File: config.mk
export PLATFORM = sky130hd
export DESIGN_NAME = arb3_rr
export DESIGN_NICKNAME = d
export VERILOG_FILES = /design/src/rtl/arb3_pkg.sv /design/src/rtl/rr_pick3.sv /design/src/rtl/arb3_rr.sv
export SDC_FILE = /design/constraint.sdc
export NUM_CORES = 1
export LEC_CHECK = 0
export BUFFER_PORTS_ARGS = -buffer_cell sky130_fd_sc_hd__buf_2
export CAP_MARGIN = 0
export CORE_UTILIZATION = 49
export CTS_CLUSTER_SIZE = 16
export DETAILED_ROUTE_END_ITERATION = 7
export PLACE_DENSITY = 0.71
export RECOVER_POWER = 100
export SLEW_MARGIN = 20
export SYNTH_ARGS = -nofsm -noshare
export SYNTH_HDL_FRONTEND = slang
export SYNTH_SLANG_ARGS = --single-unit
File: constraint.sdc
create_clock -name ck -period 2 [get_ports ck]
set_clock_uncertainty 0.1 [all_clocks]
set_input_delay 0.4 -clock ck [delete_from_list [all_inputs] [get_ports ck]]
set_output_delay 0.4 -clock ck [all_outputs]
set_load 0.005 [all_outputs]
File: src/rtl/arb3_pkg.sv
// arb3_pkg: shared types and helpers for the three-client round-robin arbiter.
//   N_REQ         number of clients
//   idx_t         client index / pointer type (values 0..2)
//   arb_state_e   arbiter FSM states (IDLE, GRANT)
//   next_idx()    modulo-3 increment of a client index
//   idx_onehot()  client index to one-hot grant vector
package arb3_pkg;

  localparam int N_REQ = 3;

  typedef logic [1:0] idx_t;

  typedef enum logic {
    IDLE  = 1'b0,
    GRANT = 1'b1
  } arb_state_e;

  // Index 3 is never produced by the design; it folds onto 0 so that a
  // corrupted pointer can never select a non-existent client.
  function automatic idx_t next_idx(input idx_t i);
    idx_t r;
    case (i)
      2'd0:    r = 2'd1;
      2'd1:    r = 2'd2;
      default: r = 2'd0;
    endcase
    return r;
  endfunction

  function automatic logic [N_REQ-1:0] idx_onehot(input idx_t i);
    logic [N_REQ-1:0] r;
    case (i)
      2'd0:    r = 3'b001;
      2'd1:    r = 3'b010;
      2'd2:    r = 3'b100;
      default: r = 3'b000;
    endcase
    return r;
  endfunction

endpackage

File: src/rtl/rr_pick3.sv
// rr_pick3: combinational round-robin selector for three requesters.
// The search starts at ptr and walks ptr, ptr+1, ptr+2 (mod 3); the first
// requesting client wins.
//   req    [2:0]  request bits, one per client
//   ptr    [1:0]  highest-priority client for this pick
//   valid         at least one request present
//   idx    [1:0]  winning client (equals the start point when valid=0)
import arb3_pkg::*;

module rr_pick3 (
  input  logic [N_REQ-1:0] req,
  input  idx_t             ptr,
  output logic             valid,
  output idx_t             idx
);

  idx_t first_idx;
  idx_t second_idx;
  idx_t third_idx;

  // Rotation order derived from the pointer; an out-of-range pointer is
  // treated as 0.
  always_comb begin
    first_idx  = (ptr == 2'd3) ? 2'd0 : ptr;
    second_idx = next_idx(first_idx);
    third_idx  = next_idx(second_idx);
  end

  always_comb begin
    valid = |req;
    idx   = first_idx;
    if (req[first_idx]) begin
      idx = first_idx;
    end else if (req[second_idx]) begin
      idx = second_idx;
    end else if (req[third_idx]) begin
      idx = third_idx;
    end
  end

endmodule

File: src/rtl/arb3_rr.sv
// arb3_rr: three-requester round-robin arbiter with registered one-hot grant.
// A grant is held until the owner pulses done, drops its request, or the
// hold limit expires. Every release returns to IDLE, so there is always at
// least one cycle with gnt=000 between two owners.
//
// Handshake: req[i] is a level; a client owns the resource while gnt[i]=1.
// The owner ends its tenure either by asserting done for one cycle or by
// dropping req[i]; both are sampled on the rising edge and gnt falls on the
// following cycle. done is meaningless while no grant is active.
//
// Ports:
//   ck         clock, rising edge
//   rst        asynchronous active-high reset
//   req  [2:0] level-sensitive request per client
//   done       release strobe from the current owner
//   gnt  [2:0] registered one-hot grant (or zero)
//   busy       registered OR of gnt
//   timeout    one-cycle pulse after a forced release
//   owner[1:0] current or most recent grantee, 0 after reset
//   dbg_state  current FSM state, for observation only
import arb3_pkg::*;

module arb3_rr #(
  parameter int MAX_HOLD = 16,
  parameter int CNT_W    = 5
) (
  input  logic             ck,
  input  logic             rst,
  input  logic [N_REQ-1:0] req,
  input  logic             done,
  output logic [N_REQ-1:0] gnt,
  output logic             busy,
  output logic             timeout,
  output idx_t             owner,
  output arb_state_e       dbg_state
);

  generate
    if (MAX_HOLD < 0 || (2 ** CNT_W) <= MAX_HOLD) begin : g_bad_param
      $error("arb3_rr: CNT_W too small for MAX_HOLD");
    end
  endgenerate

  // Hold limit compare value; unused when the timeout is disabled.
  localparam bit               HOLD_EN   = (MAX_HOLD != 0);
  localparam logic [CNT_W-1:0] HOLD_LAST = CNT_W'((MAX_HOLD > 0) ? MAX_HOLD - 1 : 0);
  localparam logic [CNT_W-1:0] CNT_MAX   = '1;

  arb_state_e       state_q,   state_d;
  logic [N_REQ-1:0] gnt_q,     gnt_d;
  logic             busy_q,    busy_d;
  logic             timeout_q, timeout_d;
  idx_t             owner_q,   owner_d;
  idx_t             ptr_q,     ptr_d;
  logic [CNT_W-1:0] cnt_q,     cnt_d;

  logic             pick_valid;
  idx_t             pick_idx;

  rr_pick3 u_pick (
    .req   (req),
    .ptr   (ptr_q),
    .valid (pick_valid),
    .idx   (pick_idx)
  );

  always_ff @(posedge ck or posedge rst) begin
    if (rst) begin
      state_q   <= IDLE;
      gnt_q     <= '0;
      busy_q    <= 1'b0;
      timeout_q <= 1'b0;
      owner_q   <= 2'd0;
      ptr_q     <= 2'd0;
      cnt_q     <= '0;
    end else begin
      state_q   <= state_d;
      gnt_q     <= gnt_d;
      busy_q    <= busy_d;
      timeout_q <= timeout_d;
      owner_q   <= owner_d;
      ptr_q     <= ptr_d;
      cnt_q     <= cnt_d;
    end
  end

  always_comb begin
    state_d   = state_q;
    gnt_d     = gnt_q;
    busy_d    = busy_q;
    timeout_d = 1'b0;
    owner_d   = owner_q;
    ptr_d     = ptr_q;
    cnt_d     = cnt_q;

    case (state_q)
      IDLE: begin
        if (pick_valid) begin
          state_d = GRANT;
          gnt_d   = idx_onehot(pick_idx);
          busy_d  = 1'b1;
          owner_d = pick_idx;
          cnt_d   = '0;
        end
      end

      GRANT: begin
        // Release priority: done, then abandoned request, then hold limit.
        // Only the hold-limit path raises timeout, so done on the limit
        // edge releases silently.
        if (done || !req[owner_q] || (HOLD_EN && cnt_q == HOLD_LAST)) begin
          state_d   = IDLE;
          gnt_d     = '0;
          busy_d    = 1'b0;
          ptr_d     = next_idx(owner_q);
          timeout_d = !done && req[owner_q];
        end else if (cnt_q != CNT_MAX) begin
          // Saturates so an unlimited hold never wraps.
          cnt_d = cnt_q + 1'b1;
        end
      end

      default: begin
        state_d = IDLE;
        gnt_d   = '0;
        busy_d  = 1'b0;
      end
    endcase
  end

  assign gnt       = gnt_q;
  assign busy      = busy_q;
  assign timeout   = timeout_q;
  assign owner     = owner_q;
  assign dbg_state = state_q;

endmodule

==> flow_summary.json, run 1 <==
{
  "critPathKind": "flip-flop to flip-flop",
  "netlist_instances": 93,
  "outcome": "finished clean",
  "min_path_type": "primary input to async pin",
  "via_per_inst": 5.29,
  "cts_root_buf": "clkbuf_4",
  "hpwl_um": 1270,
  "critPathBufInv": 1,
  "max_slew_margin_pct": 62.8,
  "max_freq_mhz": 525,
  "grt_first_pass_wirelength_um": 2720,
  "fin_crit_sh_pct": 95.2,
  "hold_viol": 0,
  "worstPathArrival_ps": 2010,
  "max-vdd-ir-drop_mv": 0.754,
  "clk_pin_slew_ps": 90,
  "fp.dieH_um": 45.0,
  "nFillCells": 165,
  "fin_setup_tns_ps": 0,
  "first_iter_violations": 9,
  "powerDensity_nw_per_um2": 1370,
  "critPathMaxFanout": 7,
  "n_antenna_cell": 0,
  "synth_xor_area_share_pct": 0,
  "antenna_found_initial": 0,
  "ys_ff_latch": 15,
  "syn_area_per_cell_um2": 9.74,
  "clock_path_buffers": 2,
  "die_x_um": 45.0,
  "crit_chain": "ha_1 -> and3_1 -> ha_2 -> nand2b_4 -> nor4_4 -> buf_6 -> nand3_1 -> a21oi_1",
  "synth_adder_area_share_pct": 8.29,
  "grt_max_degree": 16,
  "synth_top_area_share_pct": 41.4,
  "postCtsHoldBufs": 0,
  "p_leak_nw": 0.504,
  "critPathSlowestCell": "dfrtp_1",
  "insertion_delay_ps": 280,
  "synth_edf_count": 0,
  "syn_to_final_growth_pct": 19.2,
  "first_global_vias": 640,
  "drive_above_1_share_pct": 28.6,
  "avgRoutedWirePerCell_um": 12.3,
  "cts_sinks": 15,
  "rrSetupSlack_ps": 100,
  "mappedNetlistArea_um2": 906,
  "yosys_most_used_dff": "dfrtp_1",
  "track_usage_pct": 18.9,
  "synthTopCellsByArea": "dfrtp_1 41%, ha_1 8.3%, nand2_1 5.4%",
  "synthSimpleGateAreaFrac_pct": 18.8,
  "syn_nets": 105,
  "yosysSeqAreaShare_pct": 41.4,
  "synth_top_family_by_area": "compound AO/OA/AOI/OAI gates",
  "synth_compound_area_share_pct": 22.8,
  "synth.distinct_cells": 35,
  "worst_slew_pin_slew_ps": 558,
  "synth_top_area_cell": "dfrtp_1",
  "drc": 0,
  "core_area_um2": 1730,
  "num_io_pins": 14,
  "dr.pass1.iters": 4,
  "overflow": 0,
  "cp_top_family": "simple AND/OR/NAND/NOR gates",
  "totalWireLength_um": 1690,
  "synthArstFlopShare_pct": 100,
  "pre_cts_ws_ps": 39.0,
  "endpoint_kind": "flip-flop",
  "place.gp.congestion": 0.744,
  "port_buffers": 13,
  "setup_viol": 0,
  "crit_required_ps": 2110,
  "fin_crit_ps": 1900,
  "cp-start-kind": "flip-flop",
  "synth_warnings": 0,
  "cts_tree": "yes",
  "start_util_pct": 52.5,
  "final_max_slew_viol_count": 0,
  "die-area_um2": 2020,
  "htreeDepth": 1,
  "fin_util_pct": 62.5,
  "worst_slack_ps": 96.2,
  "ant_nets": 0,
  "rsz0062_at_grt": "false",
  "synthMuxAreaShare_pct": 4.42,
  "max_stage_delay_ps": 410,
  "layout.nets": 125,
  "cap_violations": 0,
  "cts_made_buffers": 3,
  "placementRows": 15,
  "vias": 725
}
-- Yosys cell counts, drive strengths merged (2+ instances only) --
master / number
dfrtp: 15
nand2: 14
ha: 6
inv: 6
nor2: 5
o21ai: 5
mux2i: 4
and3: 3
clkbuf: 3
o21a: 3
o31ai: 3
a22oi: 2
a32o: 2
nor2b: 2
o22ai: 2
or2: 2
-- power breakdown --
group	switching, W	internal (W)	leakage (nW)	total, W
logic	0.000402	0.000403	0.293	0.000805
registers	0.000101	0.000401	0.196	0.000502
clock network	0.0000911	0.0000775	0.0150	0.000169
total	0.000595	0.000881	0.504	0.00148
-- layer usage --
metal | part of all wire (%) | vias up | GRT usage, %
li1 | - | 369 | -
met4 | 0.59 | 0 | 3.64
met2 | 44 | 12 | 29.3
met5 | 0 | - | 0
met3 | 3.4 | 3 | 7.20
met1 | 52 | 341 | 25.3
-- cells in the final DEF (no fill, tap or decap), types with 2 or more instances in the layout --
master,count
dfrtp_1,15
or2_2,2
clkbuf_4,4
nand2_1,13
o31ai_1,2
and3_1,3
o21a_1,3
buf_4,3
a22oi_1,2
a32o_1,2
nor2b_1,2
mux2i_1,4
o21ai_0,4
inv_1,6
ha_2,2
nor2_1,5
clkbuf_1,3
o22ai_1,2
ha_1,3
buf_2,11
-- flip-flops by register name, indices dropped and copies added, names as in the netlist --
| name | count |
|---|---|
| cnt_q | 5 |
| owner | 2 |
| timeout | 1 |
| ptr_q | 2 |
| busy | 1 |
| dbg_state | 1 |
| gnt | 3 |
-- cells by family after synthesis --
family          count (synthesis)
simple gates                   32
buf+inv                        10
fa+ha+maj                       6
mux                             4
flops                          15
compound gates                 26
-- layout make-up --
type / instances / area [um^2] / share of cell area (%)
multi-input cells: 68 / 515 / 47.7
repair buffers: 19 / 109 / 10.1
flip-flops and latches: 15 / 375 / 34.8
well taps: 25 / 31.3 / 2.90
clock buffers: 4 / 26.3 / 2.43
inverters: 6 / 22.5 / 2.09
-- per-stage QoR --
| stage | power (W) | hold WS [ps] | cells | instance area, um^2 |
|---|---|---|---|---|
| 3_5_place_dp | 0.00125 | 379 | 132 | 1020 |
| 2_1_floorplan | 0.00101 | 201 | 93 | 906 |
| 6_report | 0.00148 | 50.0 | 137 | 1080 |
| 3_3_place_gp | 0.00124 | 371 | 132 | 1020 |
| 5_1_grt | 0.00161 | 103 | 137 | 1080 |
| 4_1_cts | 0.00143 | 67.6 | 136 | 1050 |
-- timing repair --
| item | 4_1_cts | 5_1_grt |
|---|---|---|
| setup endpoints to repair | 0 | 8 |
| resized for setup | 0 | 6 |
| buffers inserted | 0 | 1 |
-- final timing paths --
kind | start | cells after the start | to
worst max-delay path | cnt_q[0] | 8 | cnt_q[3]
worst min-delay path | rst | 2 | ptr_q[1]
worst max register to register | cnt_q[0] | 8 | cnt_q[3]
worst min register to register | busy | 1 | busy
max in group asynchronous | rst | 2 | gnt[1]
min in group ck | done | 4 | dbg_state
Note: power is estimated with default switching activity, not from simulation.
==> run 2, diff against run 1 <==
- CORE_UTILIZATION: 49 -> 36
- PLACE_DENSITY: 0.71 -> 0.55
- RECOVER_POWER: 100 -> 50
==> flow_summary.json, run 2 (synthesized netlist as in run 1, its figures left out) <==
{
  "n_antenna_cell": 0,
  "fin_crit_sh_pct": 93.1,
  "antenna_found_initial": 0,
  "drc": 0,
  "wl_met2_um": 801,
  "track_usage_pct": 16.1,
  "total_power_w": 0.00155,
  "max_slew_margin_pct": 62.6,
  "start_util_pct": 39.4,
  "netSwitchingFraction_pct": 40.7,
  "fin_crit_ps": 1860,
  "drive_above_1_share_pct": 33.0,
  "routed-wl-met3_um": 93,
  "max_freq_mhz": 537,
  "insertion_delay_ps": 270,
  "port_buffers": 13,
  "final_cell_mix": "14 x dfrtp_1, 13 x nand2_1, 11 x buf_2, 6 x inv_1",
  "hold_viol": 0,
  "die_x_um": 52.2,
  "wl_met1_um": 929,
  "min_path_type": "primary input to async pin",
  "syn_to_final_growth_pct": 23.6,
  "final_common_cell": "dfrtp_1",
  "p_leak_nw": 0.505,
  "cts_made_buffers": 3,
  "crit_top_cell": "ha_2",
  "via_per_inst": 5.39,
  "clk_pin_slew_ps": 90,
  "largest_reg_flops": 5,
  "cp-start-kind": "flip-flop",
  "first_global_vias": 708,
  "routed.top_layer": "met3",
  "place.gp.congestion": 0.665,
  "p_sw_w": 0.000631,
  "multiInputGateArea_um2": 548,
  "worst_slack_ps": 137,
  "setup_viol": 0,
  "overflow": 0,
  "endpoint_kind": "flip-flop",
  "avgRoutedWirePerCell_um": 13.0,
  "rsz0062_at_grt": "false",
  "nFillCells": 235,
  "critPathKind": "flip-flop to flip-flop",
  "critPathSlowestCell": "dfrtp_1",
  "dr.pass1.iters": 4,
  "num_io_pins": 14,
  "first_iter_violations": 20,
  "cap_violations": 0,
  "vias": 754,
  "regMostFlops": "cnt_q",
  "worst_slew_pin_slew_ps": 560,
  "grt_first_pass_wirelength_um": 3280,
  "placementRows": 17,
  "powerDensity_nw_per_um2": 1380,
  "worstPathArrival_ps": 1970,
  "hpwl_um": 1300,
  "htreeDepth": 1,
  "fp.dieH_um": 52.2,
  "cts_tree": "yes",
  "core_area_um2": 2300,
  "postCtsHoldBufs": 0,
  "max-vdd-ir-drop_mv": 0.830,
  "layout.nets": 125,
  "comb_power_share_pct": 56.2,
  "p_int_w": 0.000917,
  "totalWireLength_um": 1820,
  "dp.cells": 135,
  "clock_path_buffers": 2,
  "pre_cts_ws_ps": 23.3,
  "pwr-share-seq_pct": 33.0,
  "outcome": "finished clean",
  "critPathMaxFanout": 7,
  "final_max_slew_viol_count": 0,
  "crit_required_ps": 2100,
  "final_cell_count_no_fill": 140,
  "fin_setup_tns_ps": 0,
  "die-area_um2": 2720,
  "ant_nets": 0,
  "max_stage_delay_ps": 420,
  "grt_max_degree": 16,
  "cts_root_buf": "clkbuf_4",
  "cts_sinks": 15,
  "regArea_um2": 377,
  "crit_chain": "ha_2 -> and3_1 -> ha_2 -> nand2b_4 -> nor4_4 -> buf_6 -> nand3_1 -> a21oi_1",
  "clkPwrFrac_pct": 10.9
}
## run 2: final timing paths
path	slack (ps)	depth (start not counted)	to	startpoint
min	60	2	timeout	rst
min reg2reg	400	1	cnt_q[2]	cnt_q[2]
max	140	8	cnt_q[3]	cnt_q[0]
max in group asynchronous	1340	2	ptr_q[0]	rst
min in group ck	380	4	dbg_state	done
max reg2reg	140	8	cnt_q[3]	cnt_q[0]
## run 2: worst max-delay path, delay by kind of cell, from the launching register on
kind | cells | cell delay (ps)
buffers and inverters | 1 | 170
DFF | 1 | 420
and+or+nand+nor | 4 | 560
adders and majority gates | 2 | 400
AOI/OAI and AO/OA | 1 | 140
## run 2: cell type report
cell class | count | share of cell area (%)
multi-input cells | 68 | 48.9
clock buffers | 4 | 2.35
well taps | 28 | 3.13
flip-flops and latches | 15 | 33.6
repair buffers | 19 | 9.94
inverters | 6 | 2.01
## run 2: metrics by stage
| stage | util (%) | hold slack, ps | cell area, um^2 |
|---|---|---|---|
| after floorplan | - | 201 | 906 |
| after global placement | 44.7 | 372 | 1030 |
| after detailed placement | 44.7 | 382 | 1030 |
| after CTS | 46.0 | 83.0 | 1060 |
| after global routing | 48.7 | 109 | 1120 |
| final | 48.7 | 58.7 | 1120 |
## run 2: routing by layer
layer	vias to the layer above	track usage [%]
met4	0	2.63
met1	362	23.8
met3	0	5.26
met5	-	0
li1	372	-
met2	20	22.9
## run 2: repair_timing
item | CTS | global route
pin swaps | 0 | 2
resized for setup | 1 | 11
buffers inserted | 0 | 1
setup endpoints to repair | 1 | 8
## run 2: power by group through the flow
stage	Clock, W	Sequential [W]	Combinational (W)
5_1_grt	0.000202	0.000526	0.000976
4_1_cts	0.000184	0.000496	0.000766
6_report	0.000168	0.000510	0.000869
3_5_place_dp	0	0.000502	0.000756
2_1_floorplan	0	0.000491	0.000521
3_3_place_gp	0	0.000497	0.000756
